===== src/rtl/serial_router_pkg.sv =====
// Shared types and constants for the serial port router.
// Optional feature macro: PARITY_CHECK_EN adds the PAR state.
package serial_router_pkg;

  typedef enum logic [2:0] {
    IDLE = 3'd0,
    ADDR = 3'd1,
    LEN  = 3'd2,
    DATA = 3'd3,
`ifdef PARITY_CHECK_EN
    PAR  = 3'd4,
`endif
    DONE = 3'd5
  } state_t;

  // Hex digit to segments {g,f,e,d,c,b,a}, active-high; entry 0 is rightmost.
  localparam logic [15:0][6:0] SEG_TAB = {
    7'h71, 7'h79, 7'h5E, 7'h39, 7'h7C, 7'h77, 7'h6F, 7'h7F,
    7'h07, 7'h7D, 7'h6D, 7'h66, 7'h4F, 7'h5B, 7'h06, 7'h3F
  };

endpackage


===== src/rtl/ssd_hex_decoder.sv =====
// Combinational hex-to-7-segment decoder.
module ssd_hex_decoder
  import serial_router_pkg::*;
(
  input  logic [3:0] hex,
  output logic [6:0] seg
);

  assign seg = SEG_TAB[hex];

endmodule


===== src/rtl/serial_port_router.sv =====
// Framed serial receiver that routes payload bits to one of NUM_CH ports.
// Frame: start(0) | addr (ADDR_W, MSB first) | len (CNT_W, MSB first) | payload.
// Optional feature macro: PARITY_CHECK_EN appends an even-parity bit per frame.
module serial_port_router
  import serial_router_pkg::*;
#(
  parameter int NUM_CH = 4,
  parameter int ADDR_W = 2,
  parameter int CNT_W  = 4
) (
  input  logic              clk,
  input  logic              rst,
  input  logic              clkEn,
  input  logic              SerIn,
  output logic              SerOutValid,
  output logic              Done,
  output logic              Err,
  output logic [NUM_CH-1:0] P,
  output logic [6:0]        SSD_Out
);

  localparam int BW = (ADDR_W > CNT_W) ? ADDR_W : CNT_W;
  localparam logic [BW-1:0] ADDR_LAST = BW'(ADDR_W - 1);
  localparam logic [BW-1:0] LEN_LAST  = BW'(CNT_W - 1);
`ifdef PARITY_CHECK_EN
  localparam state_t END_ST = PAR;
`else
  localparam state_t END_ST = DONE;
`endif

  state_t            state, state_nxt;
  logic [ADDR_W-1:0] addr;
  logic [CNT_W-1:0]  cnt;
  logic [BW-1:0]     bcnt;
  logic              in_range;
  logic [ADDR_W-1:0] addr_shift;
  logic [CNT_W-1:0]  len_shift;

  assign in_range   = (int'(addr) < NUM_CH);
  assign addr_shift = ADDR_W'({addr, SerIn});
  assign len_shift  = CNT_W'({cnt, SerIn});

  // Next-state logic; DONE leaves unconditionally so the pulse lasts one clk.
  always_comb begin
    state_nxt = state;
    case (state)
      IDLE: if (clkEn && !SerIn) state_nxt = ADDR;
      ADDR: if (clkEn && bcnt == ADDR_LAST) state_nxt = LEN;
      LEN:  if (clkEn && bcnt == LEN_LAST)
              state_nxt = (len_shift != '0) ? DATA : END_ST;
      DATA: if (clkEn && cnt == CNT_W'(1)) state_nxt = END_ST;
`ifdef PARITY_CHECK_EN
      PAR:  if (clkEn) state_nxt = DONE;
`endif
      DONE: state_nxt = IDLE;
      default: state_nxt = IDLE;
    endcase
  end

  // State register; reset wins over everything.
  always_ff @(posedge clk) begin
    if (rst) state <= IDLE;
    else     state <= state_nxt;
  end

  assign SerOutValid = (state == DATA) && in_range;
  assign Done        = (state == DONE);

  // Port demux: only the addressed port follows SerIn.
  for (genvar i = 0; i < NUM_CH; i++) begin : g_port
    assign P[i] = SerOutValid && (addr == ADDR_W'(i)) && SerIn;
  end

`ifdef PARITY_CHECK_EN
  logic par_acc, err_q;
  assign Err = err_q;
`else
  assign Err = 1'b0;
`endif

  // Field shifters, bit counter and payload counter; advance on enabled edges only.
  always_ff @(posedge clk) begin
    if (rst) begin
      addr <= '0;
      cnt  <= '0;
      bcnt <= '0;
`ifdef PARITY_CHECK_EN
      par_acc <= 1'b0;
      err_q   <= 1'b0;
`endif
    end else if (clkEn) begin
      case (state)
        IDLE: if (!SerIn) begin
          bcnt <= '0;
`ifdef PARITY_CHECK_EN
          par_acc <= 1'b0;
          err_q   <= 1'b0;
`endif
        end
        ADDR: begin
          addr <= addr_shift;
          bcnt <= (bcnt == ADDR_LAST) ? '0 : bcnt + 1'b1;
        end
        LEN: begin
          cnt  <= len_shift;
          bcnt <= bcnt + 1'b1;
        end
        DATA: begin
          cnt <= cnt - 1'b1;
`ifdef PARITY_CHECK_EN
          if (in_range) par_acc <= par_acc ^ SerIn;
`endif
        end
`ifdef PARITY_CHECK_EN
        PAR: err_q <= par_acc ^ SerIn;
`endif
        default: ;
      endcase
    end
  end

  ssd_hex_decoder u_ssd (
    .hex (4'(cnt)),
    .seg (SSD_Out)
  );

endmodule


===== config.mk =====
export PLATFORM = sky130hd
export DESIGN_NAME = serial_port_router
export DESIGN_NICKNAME = d
export VERILOG_FILES = /design/src/rtl/serial_router_pkg.sv /design/src/rtl/ssd_hex_decoder.sv /design/src/rtl/serial_port_router.sv
export SDC_FILE = /design/constraint.sdc
export NUM_CORES = 1
export LEC_CHECK = 0
export ABC_AREA = 1
export BUFFER_PORTS_ARGS = -buffer_cell sky130_fd_sc_hd__buf_2
export CORE_MARGIN = 2
export CORE_UTILIZATION = 50
export CTS_CLUSTER_DIAMETER = 200
export DETAILED_ROUTE_END_ITERATION = 10
export PLACE_DENSITY = 0.74
export SYNTH_ARGS = -nofsm -noshare
export SYNTH_HDL_FRONTEND = slang
export SYNTH_SLANG_ARGS = --single-unit

===== constraint.sdc =====
create_clock -name clk -period 2.7 [get_ports clk]
set_clock_uncertainty 0.1 [all_clocks]
set_input_delay 0.54 -clock clk [delete_from_list [all_inputs] [get_ports clk]]
set_output_delay 0.54 -clock clk [all_outputs]
set_load 0.005 [all_outputs]

* Yosys cells after proc, flatten, opt, wreduce, memory -nomap -nowiden
Memory sizes are Yosys's and may differ from the RTL's. A register that Yosys moved wholly into a read port is not among the register bits.
Cells that the tools add are included.
** Storage, ports and cells
- Output and inout port bits :: 14
- Word-level logic and storage cells :: 58
- Bits of input ports :: 4
- Flip-flop bits (word level) :: 13
- ROM bits :: 112
- Memories :: 1
** Memories
- (name not given) :: words 16, width 7, read ports 1, clocked after Yosys merged registers in 1, wr ports 0, line ssd_hex_decoder.sv:9 : assign seg = SEG_TAB[hex];
** Operators by class
- $add $sub $neg :: 2
- Magnitude comparators :: 1
- Equality and inequality tests :: 15
- Muxes and demuxes :: 13
- Reduce and logical (&&, ||, !) cells :: 22
** Operators by type and width (count)
- $mux 4 :: 4
- $mux 3 :: 5
- $logic_and 1x1->1 :: 12
- $pmux 3 s4 :: 1
- $pmux 4 s3 :: 1
- $eq 4x1->1 const B :: 2
- $ne 2x2->1 const B :: 4
- $pmux 4 s2 :: 1
- $mux 7 :: 1
- $eq 3x2->1 const B :: 2
- $lt 4x5->1 const B :: 1
- $add 4x1->4 const B :: 1
- $eq 2x2->1 const B :: 2
- $eq 4x2->1 const B :: 1
- $reduce_and 2->1 :: 2
- $reduce_and 4->1 :: 1
- $reduce_bool 4->1 :: 1
- $sub 4x1->4 const B :: 1
- $eq 3x1->1 const B :: 1
- $eq 3x3->1 const B :: 1
- $logic_not 3->1 :: 1
- $reduce_and 3->1 :: 1
- $reduce_bool 3->1 :: 1
- $eq 2x1->1 const B :: 1
- other kinds (4) :: 4

* Longest topological paths before layout
- Depth in word-level cells :: 5
- Mapped depth :: 13
- Gate-level depth less buffers :: 13

* By module
From an unflattened synthesis, not the netlist that was laid out.
** Unflattened totals
- Cell total of the unflattened synthesis :: 175
- Area total of the unflattened synthesis :: 1091.0 µm²
** Modules (own cells, without submodules)
- serial_port_router :: area each 820.8 µm², times used 1, sequential area each 260.2 µm², cells an instance 123
- ssd_hex_decoder :: area each 270.3 µm², times used 1, sequential area each 0.0 µm², cells an instance 52

* Worst setup path after synthesis
OpenSTA, ideal clock, no wires.
- Path kind :: register to register
- Start point :: reg cnt[0]
- End point :: reg SSD_Out[3] (netlist name)
- Data required time :: 2.487 ns
- Period minus slack after synthesis :: 1.967 ns
- Arrival time :: 1.754 ns
- Setup slack :: 0.733 ns
- Buffers on the path :: 0
- Cell stages (with the launch flop) :: 12
- Setup time :: 0.113 ns
- Cell sequence :: dfxtp_1 inv_1 ha_1 nand4_1 nand2_1 a21oi_1 inv_1 ha_1 nand3_1 nand2_1 nand2_1 nand2_1
** RTL lines
- start: declaration :: line serial_port_router.sv:33 : logic [CNT_W-1:0] cnt;
- start signal: assignment :: line serial_port_router.sv:105 : cnt <= len_shift;
- start signal: assignment :: line serial_port_router.sv:109 : cnt <= cnt - 1'b1;

==> impl.org <==
** Run status
- The run finished with clean final reports.

** Drt
- Total via count after detailed routing :: 1290
- Vias per std cell :: 4.98
- The count of nets left with antenna violations once routing finished came out at 0.
- The final layout contains routed wiring with a total length of 2690 um.
- Per-cell routed wire length :: 10.4 um
- The first routing iteration left 53 violations.
- After detailed routing, the number of remaining DRC violations is 0.
- The first detailed-routing pass took 4 iterations.

** Synthesis
- Most frequent cells after synthesis :: 82 x sky130_fd_sc_hd__nand2_1, 28 x sky130_fd_sc_hd__inv_1, 20 x sky130_fd_sc_hd__dfxtp_1
- Number of synthesized flops with an enable pin :: 0
- The number of nets handed over by synthesis was 226.
- Summing every instance area after synthesis gives 0.00131 mm^2.
- Most used flip-flop cell after synthesis :: sky130_fd_sc_hd__dfxtp_1
- Number of library cell types mapped by synthesis :: 24
- Ys async rst share :: 0%
- A synthesized cell averages 6.23 um^2.
- sky130_fd_sc_hd__dfxtp_1 takes more of the synthesized area than any other cell.
- For this run, the number of Yosys warnings is 0.
- The share of synthesized area in the top cell type comes to 30.5%.
- In the synthesized netlist, the number of instances is 211.
- By area the synthesized netlist is led by sky130_fd_sc_hd__dfxtp_1 30%, sky130_fd_sc_hd__nand2_1 23%, sky130_fd_sc_hd__ha_1 10%.
- Among all cell types in the netlist, the one instantiated most often is sky130_fd_sc_hd__nand2_1.
- Sequential cells were found to cover 30.5% of the synthesized design area.
- Flop and latch count out of synthesis :: 20

** CTS
- For the worst-skew pair, the clock arrives at the later sink with an insertion delay of 0.31 ns.
- TritonCTS built the clock tree.
- CTS built an H-tree with a depth of 1.
- In this run the deepest clock path goes through 2 buffers.
- After clock tree synthesis, the repair step resized 0 gates.
- Hold-fix buffer count after cts :: 0
- The tree built by TritonCTS fans out to 20 sinks.
- Buffers inserted during clock tree synthesis total 3.
- Setup repair bufs after CTS :: 0
- Clock-pin slew was measured on the worst setup and hold paths at 0.12 ns.
- Clock root buffer :: sky130_fd_sc_hd__clkbuf_4

** STA
- The number of hold violations in the final report is 0.
- The final critical path takes up 81.3% of the cycle.
- Smallest hold slack :: 0.366 ns
- Highest clock rate :: 0.456 GHz
- Setup repair after global routing left no endpoint under its margin.
- Fin. max-slew vios :: 0
- For the final routed database, the setup TNS stands at 0 ns.
- Time the final worst path needs with I/O delays and setup :: 2.19 ns
- Setup violations remaining at the end of the flow were counted as 0.

** Setup path
- Number of cells on the worst reg-to-reg path :: 11
- Largest incremental delay on the critical path :: 0.48 ns
- Critical path class :: flip-flop to flip-flop
- Required time at the worst-slack endpoint :: 2.86 ns
- By instance count, the cell type seen most on the critical path is sky130_fd_sc_hd__nand2_1.
- Critical Path Start Type :: flip-flop
- Of all nets on the critical path, the largest fanout is 8.
- Arrival time reported for the critical path endpoint :: 2.36 ns
- Worst reg2reg startpoint :: state[0]$_SDFFE_PP0P_
- Crit-path cells :: nand3_1, nand2_1, nand2_1, a21oi_1, inv_1, ha_1, inv_1, nand3_1, nand2_1, nand2_1, nand2_1
- Reg2Reg Setup Slack :: 0.51 ns
- Reg-to-reg critical path endpoint :: SSD_Out[0]$_DFF_P_
- Cell type of the slowest stage on the worst timing path :: sky130_fd_sc_hd__dfxtp_1
- Sort of element at the end of the critical path :: flip-flop

** Hold path
- Endpoint of the worst hold path :: bcnt[1]$_SDFFE_PP0P_
- Along the worst hold path, the cell count comes to 2.
- The worst hold path belongs to the class input port to flip-flop.
- Start point of the worst hold path :: rst

** Layout
- Share of layout cells above drive strength 1 :: 12.7%
- Final net count :: 245
- For this run, the share of the core covered by cells in the final layout is 59.5%.
- The area growth from synthesis to layout is 12.3%.
- The finished cells cover 0.00148 mm^2.
- Number of inserted diodes :: 0

** Placement
- At the end of routability-driven placement, the weighted congestion stood at 0.847.
- Total placed instance area :: 0.00142 mm^2
- Buffers on Ports :: 16
- Estimated wirelength of the detail-placed design :: 2080 um

** Power
- Power density cells :: 782 mW/mm^2
- Max VDD drop :: 0.000475 V
- Summed over all cells, the static leakage comes to 0.000788 uW.

** Global routing
- The number of global-route vias before repair was 1142.
- Global routing consumed, over all layers together, 18.5% of the routing resources.
- The first global-routing pass estimated 4670 um of wire.
- Antenna violations before repair :: 0
- Pin count of the biggest net entering global routing :: 14
- Global routing finished with a remaining overflow of 0.

** Floorplan
- In this run the count of I/O pins placed on the die edge is 18.
- CORE AREA :: 0.00248 mm^2
- Die area :: 0.00305 mm^2
- The floorplan has 18 rows.
- Initial core utilization :: 53.0%
- In this run the horizontal extent of the chip is 55.3 um.
- Die Ht :: 55.3 um

** Job
- Max-cap violations :: 0
kinds of logic after synthesis:
| kind of cell | synth area share, % |
|---|---|
| buffers and inverters | 9.81 |
| and+or+nand+nor | 40.1 |
| adders and majority gates | 10.5 |
| other | 0.285 |
| DFF | 30.5 |
| AOI/OAI and AO/OA | 8.86 |
metrics by stage:
stage / cells / total power [uW] / setup WS (ns)
after global routing: 259 / 1260 / 0.274
final: 259 / 1150 / 0.506
after detailed placement: 255 / 914 / 0.461
after global placement: 255 / 912 / 0.532
after CTS: 259 / 1160 / 0.504
after floorplan: 211 / 789 / 0.733
how the worst max path moves through the flow:
stage,slack (ns),cells past startpoint,end,from
finish,0.51,11,SSD_Out[0]$_DFF_P_,state[0]$_SDFFE_PP0P_
global route,0.27,11,SSD_Out[0]$_DFF_P_,state[0]$_SDFFE_PP0P_
CTS,0.50,11,SSD_Out[3]$_DFF_P_,cnt[0]$_SDFFE_PP0N_
detailed placement,0.46,11,SSD_Out[3]$_DFF_P_,clkEn
global placement,0.53,11,SSD_Out[3]$_DFF_P_,clkEn
floorplan,0.73,11,SSD_Out[3]$_DFF_P_,cnt[0]$_SDFFE_PP0N_
cell usage in the layout (no fill, tap or decap), drive strengths merged:
master,n
nand2,84
clkbuf,3
nor4,4
inv,30
dfxtp,20
o21ai,8
o2111ai,1
a31o,1
a21oi,11
buf,17
conb,1
nor3,1
bufinv,1
ha,11
nand4,1
nor2,18
nand3,17
state kept, by name, indices dropped and copies added, names as in the netlist:
| signal | count |
|---|---|
| SSD_Out | 7 |
| addr | 2 |
| bcnt | 4 |
| cnt | 4 |
| state | 3 |
power breakdown:
group / switching (uW) / internal [uW]
Clock: 95.8 / 150
Sequential: 49.5 / 365
Combinational: 320 / 173
Total: 465 / 688
worst max-delay path, delay by kind of cell (launching register included):
kind	cells	cell delay, ns
buffers and inverters	2	0.25
DFF	1	0.48
and+or+nand+nor	7	0.75
AOI/OAI and AO/OA	1	0.32
adders and majority gates	1	0.26
cell type report:
type,instances,area (um^2)
inverter,30,113
tap,30,37.5
fill,265,1000
multi-input combinational,158,785
clock inverter,1,30.0
sequential,20,400
timing repair buffer,17,87.6
clock buffer,3,22.5
per-layer routing:
metal / GRT usage [%] / part of all wire [%] / vias to the layer above / wire (um)
li1: - / - / 693 / -
met1: 24.5 / 48 / 564 / 1300
met2: 30.6 / 46 / 28 / 1240
met3: 1.41 / 3.4 / 5 / 91
met4: 8.36 / 1.9 / 0 / 52
met5: 0 / 0 / - / 0
Power figures use the tool's default switching activity.
